File: config.mk
export PLATFORM = sky130hd
export DESIGN_NAME = pipe_addsub_flat
export DESIGN_NICKNAME = d
export VERILOG_FILES = /design/src/rtl/pipe_addsub_pkg.sv /design/src/rtl/pipe_addsub_if.sv /design/src/rtl/pipe_addsub_seg_adder.sv /design/src/rtl/pipe_addsub.sv /design/src/flat_wrapper.sv
export SDC_FILE = /design/constraint.sdc
export NUM_CORES = 1
export LEC_CHECK = 0
export CAP_MARGIN = 40
export CORE_ASPECT_RATIO = 1.75
export CORE_MARGIN = 2
export CORE_UTILIZATION = 51
export DETAILED_ROUTE_END_ITERATION = 16
export PLACE_DENSITY = 0.8
export SLEW_MARGIN = 20
export SYNTH_ARGS = -nofsm -noshare
export SYNTH_HDL_FRONTEND = slang
export SYNTH_SLANG_ARGS = --single-unit
export TNS_END_PERCENT = 50
File: constraint.sdc
create_clock -name clk -period 2.9 [get_ports clk]
set_clock_uncertainty 0.2 [all_clocks]
set_input_delay 0.87 -clock clk [delete_from_list [all_inputs] [get_ports clk]]
set_output_delay 0.87 -clock clk [all_outputs]
set_load 0.05 [all_outputs]
File: src/rtl/pipe_addsub_pkg.sv
// ============================================================================
//  Package    : addsub_pkg
//  Description: Shared constants and helpers for the pipelined add/subtract
//               unit: operation mode encoding and pipeline depth.
//  Revision   : 1.0 - initial release
// ============================================================================
`default_nettype none

package addsub_pkg;

  // Operation mode presented on the sub input.
  localparam logic OP_ADD = 1'b0;
  localparam logic OP_SUB = 1'b1;

  // One register stage per carry segment.
  function automatic int stages(input int width, input int seg);
    return width / seg;
  endfunction

endpackage

`default_nettype wire

File: src/rtl/pipe_addsub_if.sv
// ============================================================================
//  Interface  : pipe_addsub_if
//  Description: Operand/result valid-ready bundle of the pipelined adder.
//               master = operation source / result sink, slave = the adder.
//  Revision   : 1.0 - initial release
// ============================================================================
`default_nettype none

interface pipe_addsub_if #(
  parameter int WIDTH = 8
);

  logic             in_valid;
  logic             in_ready;
  logic [WIDTH-1:0] a;
  logic [WIDTH-1:0] b;
  logic             sub;
  logic             cin;
  logic             out_valid;
  logic             out_ready;
  logic [WIDTH-1:0] sum;
  logic             cout;
  logic             ovf;

  modport master (
    output in_valid, a, b, sub, cin, out_ready,
    input  in_ready, out_valid, sum, cout, ovf
  );

  modport slave (
    input  in_valid, a, b, sub, cin, out_ready,
    output in_ready, out_valid, sum, cout, ovf
  );

endinterface

`default_nettype wire

File: src/rtl/pipe_addsub_seg_adder.sv
// ============================================================================
//  Module     : seg_adder
//  Description: Combinational SEG-bit ripple segment. Besides the carry out it
//               exposes the carry into its top bit so the most significant
//               segment can derive signed overflow.
//  Revision   : 1.0 - initial release
// ============================================================================
`default_nettype none

module seg_adder #(
  parameter int SEG = 4
) (
  input  logic [SEG-1:0] x,
  input  logic [SEG-1:0] y,
  input  logic           ci,
  output logic [SEG-1:0] s,
  output logic           co,
  output logic           c_msb
);

  logic [SEG:0] w_full;

  assign w_full = {1'b0, x} + {1'b0, y} + {{SEG{1'b0}}, ci};
  assign s      = w_full[SEG-1:0];
  assign co     = w_full[SEG];
  // The sum bit is x ^ y ^ carry_in, so the carry into the MSB falls out of it.
  assign c_msb  = s[SEG-1] ^ x[SEG-1] ^ y[SEG-1];

endmodule

`default_nettype wire

File: src/rtl/pipe_addsub.sv
// ============================================================================
//  Module     : pipe_addsub
//  Description: Pipelined adder/subtractor. The carry chain is cut into SEG-bit
//               segments with one register stage each; unprocessed operand
//               bits and finished result bits ride in skew registers. A
//               single global advance signal stalls the whole pipe.
//  Revision   : 1.0 - initial release
// ============================================================================
`default_nettype none

module pipe_addsub
  import addsub_pkg::*;
#(
  parameter int WIDTH = 8,
  parameter int SEG   = 4
) (
  input  logic          clk,
  input  logic          rst_n,
  pipe_addsub_if.slave  bus
);

  localparam int STAGES = stages(WIDTH, SEG);

  if ((SEG < 1) || (SEG > WIDTH) || ((WIDTH % SEG) != 0)) begin : g_param_check
    $error("pipe_addsub: WIDTH must be a non-zero multiple of SEG");
  end

  logic             w_advance;
  logic [WIDTH-1:0] w_b_eff;
  logic             w_c_eff;

  // Whole pipe moves when the output slot is empty or being drained.
  assign w_advance    = !g_stage[STAGES-1].r_v || bus.out_ready;
  assign bus.in_ready = w_advance;

  // Subtract is a + ~b + ~borrow; fold the inversion in before stage 0.
  assign w_b_eff = (bus.sub == OP_SUB) ? ~bus.b   : bus.b;
  assign w_c_eff = (bus.sub == OP_SUB) ? ~bus.cin : bus.cin;

  for (genvar k = 0; k < STAGES; k++) begin : g_stage
    localparam int LOW = k * SEG;        // result bits finished before stage k
    localparam int UPW = WIDTH - LOW;    // operand bits still to be processed
    localparam int REM = UPW - SEG;      // operand bits left after stage k

    logic [UPW-1:0]     w_up_a;
    logic [UPW-1:0]     w_up_b;
    logic               w_ci;
    logic               w_v;
    logic [SEG-1:0]     w_s;
    logic               w_co;
    logic               w_cmsb;
    logic [LOW+SEG-1:0] w_res_next;
    logic [LOW+SEG-1:0] r_res;
    logic               r_c;
    logic               r_v;

    if (k == 0) begin : g_head
      assign w_up_a     = bus.a;
      assign w_up_b     = w_b_eff;
      assign w_ci       = w_c_eff;
      assign w_v        = bus.in_valid;
      assign w_res_next = w_s;
    end else begin : g_body
      assign w_up_a     = g_stage[k-1].g_skew.r_a;
      assign w_up_b     = g_stage[k-1].g_skew.r_b;
      assign w_ci       = g_stage[k-1].r_c;
      assign w_v        = g_stage[k-1].r_v;
      assign w_res_next = {w_s, g_stage[k-1].r_res};
    end

    seg_adder #(
      .SEG (SEG)
    ) u_seg (
      .x     (w_up_a[SEG-1:0]),
      .y     (w_up_b[SEG-1:0]),
      .ci    (w_ci),
      .s     (w_s),
      .co    (w_co),
      .c_msb (w_cmsb)
    );

    // Stage register: valid bit, registered carry and accumulated low result.
    always_ff @(posedge clk or negedge rst_n) begin
      if (!rst_n) begin
        r_v   <= 1'b0;
        r_c   <= 1'b0;
        r_res <= '0;
      end else if (w_advance) begin
        r_v   <= w_v;
        r_c   <= w_co;
        r_res <= w_res_next;
      end
    end

    if (REM > 0) begin : g_skew
      logic [REM-1:0] r_a;
      logic [REM-1:0] r_b;

      // Operand skew: carry the not-yet-added upper bits to the next stage.
      always_ff @(posedge clk or negedge rst_n) begin
        if (!rst_n) begin
          r_a <= '0;
          r_b <= '0;
        end else if (w_advance) begin
          r_a <= w_up_a[UPW-1:SEG];
          r_b <= w_up_b[UPW-1:SEG];
        end
      end
    end

    if (k == STAGES - 1) begin : g_tail
      logic r_ovf;

      // Signed overflow: carry into the MSB differs from carry out of it.
      always_ff @(posedge clk or negedge rst_n) begin
        if (!rst_n) begin
          r_ovf <= 1'b0;
        end else if (w_advance) begin
          r_ovf <= w_co ^ w_cmsb;
        end
      end
    end else begin : g_mid
      // Carry into a middle segment's MSB has no meaning for the result.
      logic w_cmsb_unused;
      assign w_cmsb_unused = w_cmsb;
    end
  end

  assign bus.out_valid = g_stage[STAGES-1].r_v;
  assign bus.sum       = g_stage[STAGES-1].r_res;
  assign bus.cout      = g_stage[STAGES-1].r_c;
  assign bus.ovf       = g_stage[STAGES-1].g_tail.r_ovf;

endmodule

`default_nettype wire
File: src/flat_wrapper.sv
// flat-port wrapper written by rule: the top's interface ports become plain ports
module pipe_addsub_flat import addsub_pkg::*;
#(
  parameter int WIDTH = 8,
  parameter int SEG   = 4
)
  (clk, rst_n, bus_in_valid, bus_a, bus_b, bus_sub, bus_cin, bus_out_ready, bus_in_ready, bus_out_valid, bus_sum, bus_cout, bus_ovf);
  pipe_addsub_if #(.WIDTH(WIDTH)) bus_i ();
  input  logic clk;
  input  logic rst_n;
  input wire logic [$bits(bus_i.in_valid)-1:0] bus_in_valid;
  input wire logic [$bits(bus_i.a)-1:0] bus_a;
  input wire logic [$bits(bus_i.b)-1:0] bus_b;
  input wire logic [$bits(bus_i.sub)-1:0] bus_sub;
  input wire logic [$bits(bus_i.cin)-1:0] bus_cin;
  input wire logic [$bits(bus_i.out_ready)-1:0] bus_out_ready;
  output wire logic [$bits(bus_i.in_ready)-1:0] bus_in_ready;
  output wire logic [$bits(bus_i.out_valid)-1:0] bus_out_valid;
  output wire logic [$bits(bus_i.sum)-1:0] bus_sum;
  output wire logic [$bits(bus_i.cout)-1:0] bus_cout;
  output wire logic [$bits(bus_i.ovf)-1:0] bus_ovf;
  assign bus_i.in_valid = bus_in_valid;
  assign bus_i.a = bus_a;
  assign bus_i.b = bus_b;
  assign bus_i.sub = bus_sub;
  assign bus_i.cin = bus_cin;
  assign bus_i.out_ready = bus_out_ready;
  assign bus_in_ready = bus_i.in_ready;
  assign bus_out_valid = bus_i.out_valid;
  assign bus_sum = bus_i.sum;
  assign bus_cout = bus_i.cout;
  assign bus_ovf = bus_i.ovf;
  pipe_addsub #(.WIDTH(WIDTH), .SEG(SEG)) u_core (.clk(clk), .rst_n(rst_n), .bus(bus_i));
endmodule
==> run_results.csv <==
group,metric,value,unit
routing,drt-pass1-iter-count,2,
routing,drc,0,
logic_synthesis,synth_nets,137,
power_and_ir_drop,leakage,0.755,nW
die,dieArea,2960,sq um
final_layout,final_cell_mix,"31 x clkdlybuf4s50_1, 25 x dfrtp_1, 14 x mux2_2",
timing,setup_viol,0,
critical_path,arrival,2710,ps
place,placed_cell_area,1660,sq um
logic_synthesis,netlist_instances,105,
critical_path,cp-endpoint,"u_core.g_stage[0].r_c",
timing,hold_viol,0,
logic_synthesis,yosysWarningCount,0,
clocking,root_buffer,"clkbuf_8",
clocking,clk_pin_slew,90,ps
critical_path,worstRegToRegCells,8,
final_layout,area_delta_synth_final,33.6,%
logic_synthesis,synth-seq-area-share,48.6,%
critical_path,start_kind,"input port",
power_and_ir_drop,irDropWorstVdd,0.443,mV
clocking,numClockSinks,25,
clocking,hold_buffers,0,
place,place_congestion,0.776,
clocking,clockBufferDepth,2,
timing,min_period_over_period,95.2,%
routing,vias_per_cell,5.11,
global_route,antenna_found_initial,0,
global_route,gr-total-overflow,0,
logic_synthesis,syn-cell-area,1290,sq um
timing,max_freq,362,MHz
place,post-dp-hpwl,1780,um
clocking,clock_latency,270,ps
clocking,h-tree-depth,1,
die,core_area,2430,sq um
global_route,grt.total_usage,18.3,%
die,num_io_pins,34,
final_layout,multi_input_area,624,sq um
timing,slew_violations,0,
routing,wire_per_inst,14.2,um
timing,rsz0062_at_grt,"no",
final_layout,layout-drive-gt1-share,19.0,%
final_layout,register_area,626,sq um
global_route,grt_pass1_wl,4100,um
critical_path,crit_path_max_fanout,2,
final_layout,design_area,1720,sq um
run,max_cap_viol_count,0,
routing,first_iter_violations,13,
critical_path,crit_type,"input port to flip-flop",
power_and_ir_drop,finalPower,0.00143,W
timing,tightest_slew,504,ps
die,fp.dieW,42.0,um
final_layout,n_antenna_cell,0,
logic_synthesis,syn_avg_cell_area,12.3,sq um
clocking,cts_tree,"done",
die,rows,24,
timing,worst_slack,138,ps
final_layout,final_common_cell,"clkdlybuf4s50_1",
global_route,grt_pass1_vias,908,
critical_path,crit_path_end_kind,"flip-flop",
logic_synthesis,synthDistinctLibCells,17,
place,io_buffer_count,33,
logic_synthesis,ys_ff_latch,25,
critical_path,r2r_end,"u_core.bus.ovf",
timing,min_period,2760,ps
routing,drtAntennaViolNets,0,
final_layout,final.fill_count,174,
timing,max_slew_margin,66.3,%
final_layout,post-route-util,70.7,%
die,start_util,52.9,%
routing,routed_wirelength,2380,um
critical_path,worstPathRequired,2840,ps
critical_path,rrSetupSlack,750,ps
routing,vias,859,
global_route,grt_max_degree,36,
die,die_h,70.5,um
timing,setup-tns-final,0,ps
clocking,numCtsBuffers,3,
final_layout,final_nets,175,
place,place_ws,-271,ps
critical_path,startpoint,"bus_b[0]",
min_path,min_path_type,"flip-flop to flip-flop",
critical_path,reg2reg_from,"u_core.g_stage[0].g_skew.r_b[0]",
power_and_ir_drop,pwr_density_cell,829,nW/um^2
status,status,"completed",
cell families after synthesis:
group                    count (synthesis)  share of synthesized area [%]
AND/OR/NAND/NOR                         15                           4.96
AO/OA/AOI/OAI                           17                           7.77
multiplexers                            14                           12.2
flip-flops                              25                           48.6
XOR/XNOR                                16                           10.9
buffers and inverters                    8                           3.50
adder cells (fa/ha/maj)                 10                           12.1
critical path, cell delays in order:
cell and delay (ps):
clkdlybuf4s50_1 420, xor2_1 160, fa_1 440, fa_1 410, a21o_1 190, a21oi_1 140
a21oi_1 80
per-layer routing:
layer | global-route usage [%] | part of all wire [%] | up-vias
met5 | 0 | 0 | -
met4 | 8.60 | 2.1 | 0
met3 | 2.58 | 3.5 | 5
met2 | 31.1 | 56 | 19
met1 | 22.3 | 38 | 415
li1 | - | - | 420
area by class of cell:
type | instances | share of cell area [%]
flip-flops and latches | 25 | 36.4
well taps | 26 | 1.89
multi-input cells | 72 | 36.3
clock inverters | 1 | 0.291
clock buffers | 3 | 2.40
repair buffers | 38 | 22.1
inverters | 3 | 0.655
Yosys cell counts:
cell      number  share of area (%)
dfrtp_1       25                 49
mux2_2        14                 12
a21oi_1       10                3.9
nor2_1        10                2.9
xnor2_1        9                6.1
xor2_1         7                4.8
ha_1           6                5.8
fa_1           4                6.2
a21o_1         3                1.7
buf_2          3                1.2
inv_1          3               0.87
nand2b_1       3                1.5
a21oi_2        2                1.4
nand2_1        2               0.58
o21ai_0        2               0.78
buf_4          1               0.58
buf_6          1               0.87
timing repair:
item / in CTS / in global routing
buffers inserted: 0 / 0
gates resized for setup: 0 / 2
setup endpoints to repair: 0 / 3
state kept, by name (all words and copies together), names as in the netlist:
| name | flops |
|---|---|
| u_core.bus.ovf | 1 |
| u_core.g_stage.g_skew.r_b | 4 |
| u_core.g_stage.r_c | 1 |
| u_core.bus.sum | 8 |
| u_core.g_stage.g_skew.r_a | 4 |
| u_core.g_stage.r_v | 1 |
| u_core.bus.out_valid | 1 |
| u_core.g_stage.r_res | 4 |
| u_core.bus.cout | 1 |
where the power goes:
| part | internal (W) | switching (W) | leakage (nW) |
|---|---|---|---|
| Sequential | 0.000454 | 0.0000550 | 0.289 |
| Clock | 0.0000963 | 0.000112 | 0.0255 |
| Combinational | 0.000298 | 0.000411 | 0.441 |
worst min path at each step:
stage	from	endpoint	slack (ps)	cells after the start
6_report	u_core.g_stage[0].r_v	u_core.bus.out_valid	280	1
5_1_grt	u_core.g_stage[0].r_v	u_core.bus.out_valid	310	1
4_1_cts	u_core.g_stage[0].r_v	u_core.bus.out_valid	290	1
3_5_place_dp	u_core.g_stage[0].r_v	u_core.bus.out_valid	260	1
3_3_place_gp	u_core.g_stage[0].r_v	u_core.bus.out_valid	240	1
2_1_floorplan	u_core.g_stage[0].r_v	u_core.bus.out_valid	230	1
through the flow:
stage | hold WS [ps] | std cells
after floorplan | 230 | 105
after global placement | 244 | 164
after detailed placement | 260 | 164
after CTS | 286 | 168
after global routing | 305 | 168
final | 284 | 168
Note: power is estimated with default switching activity, not from simulation.
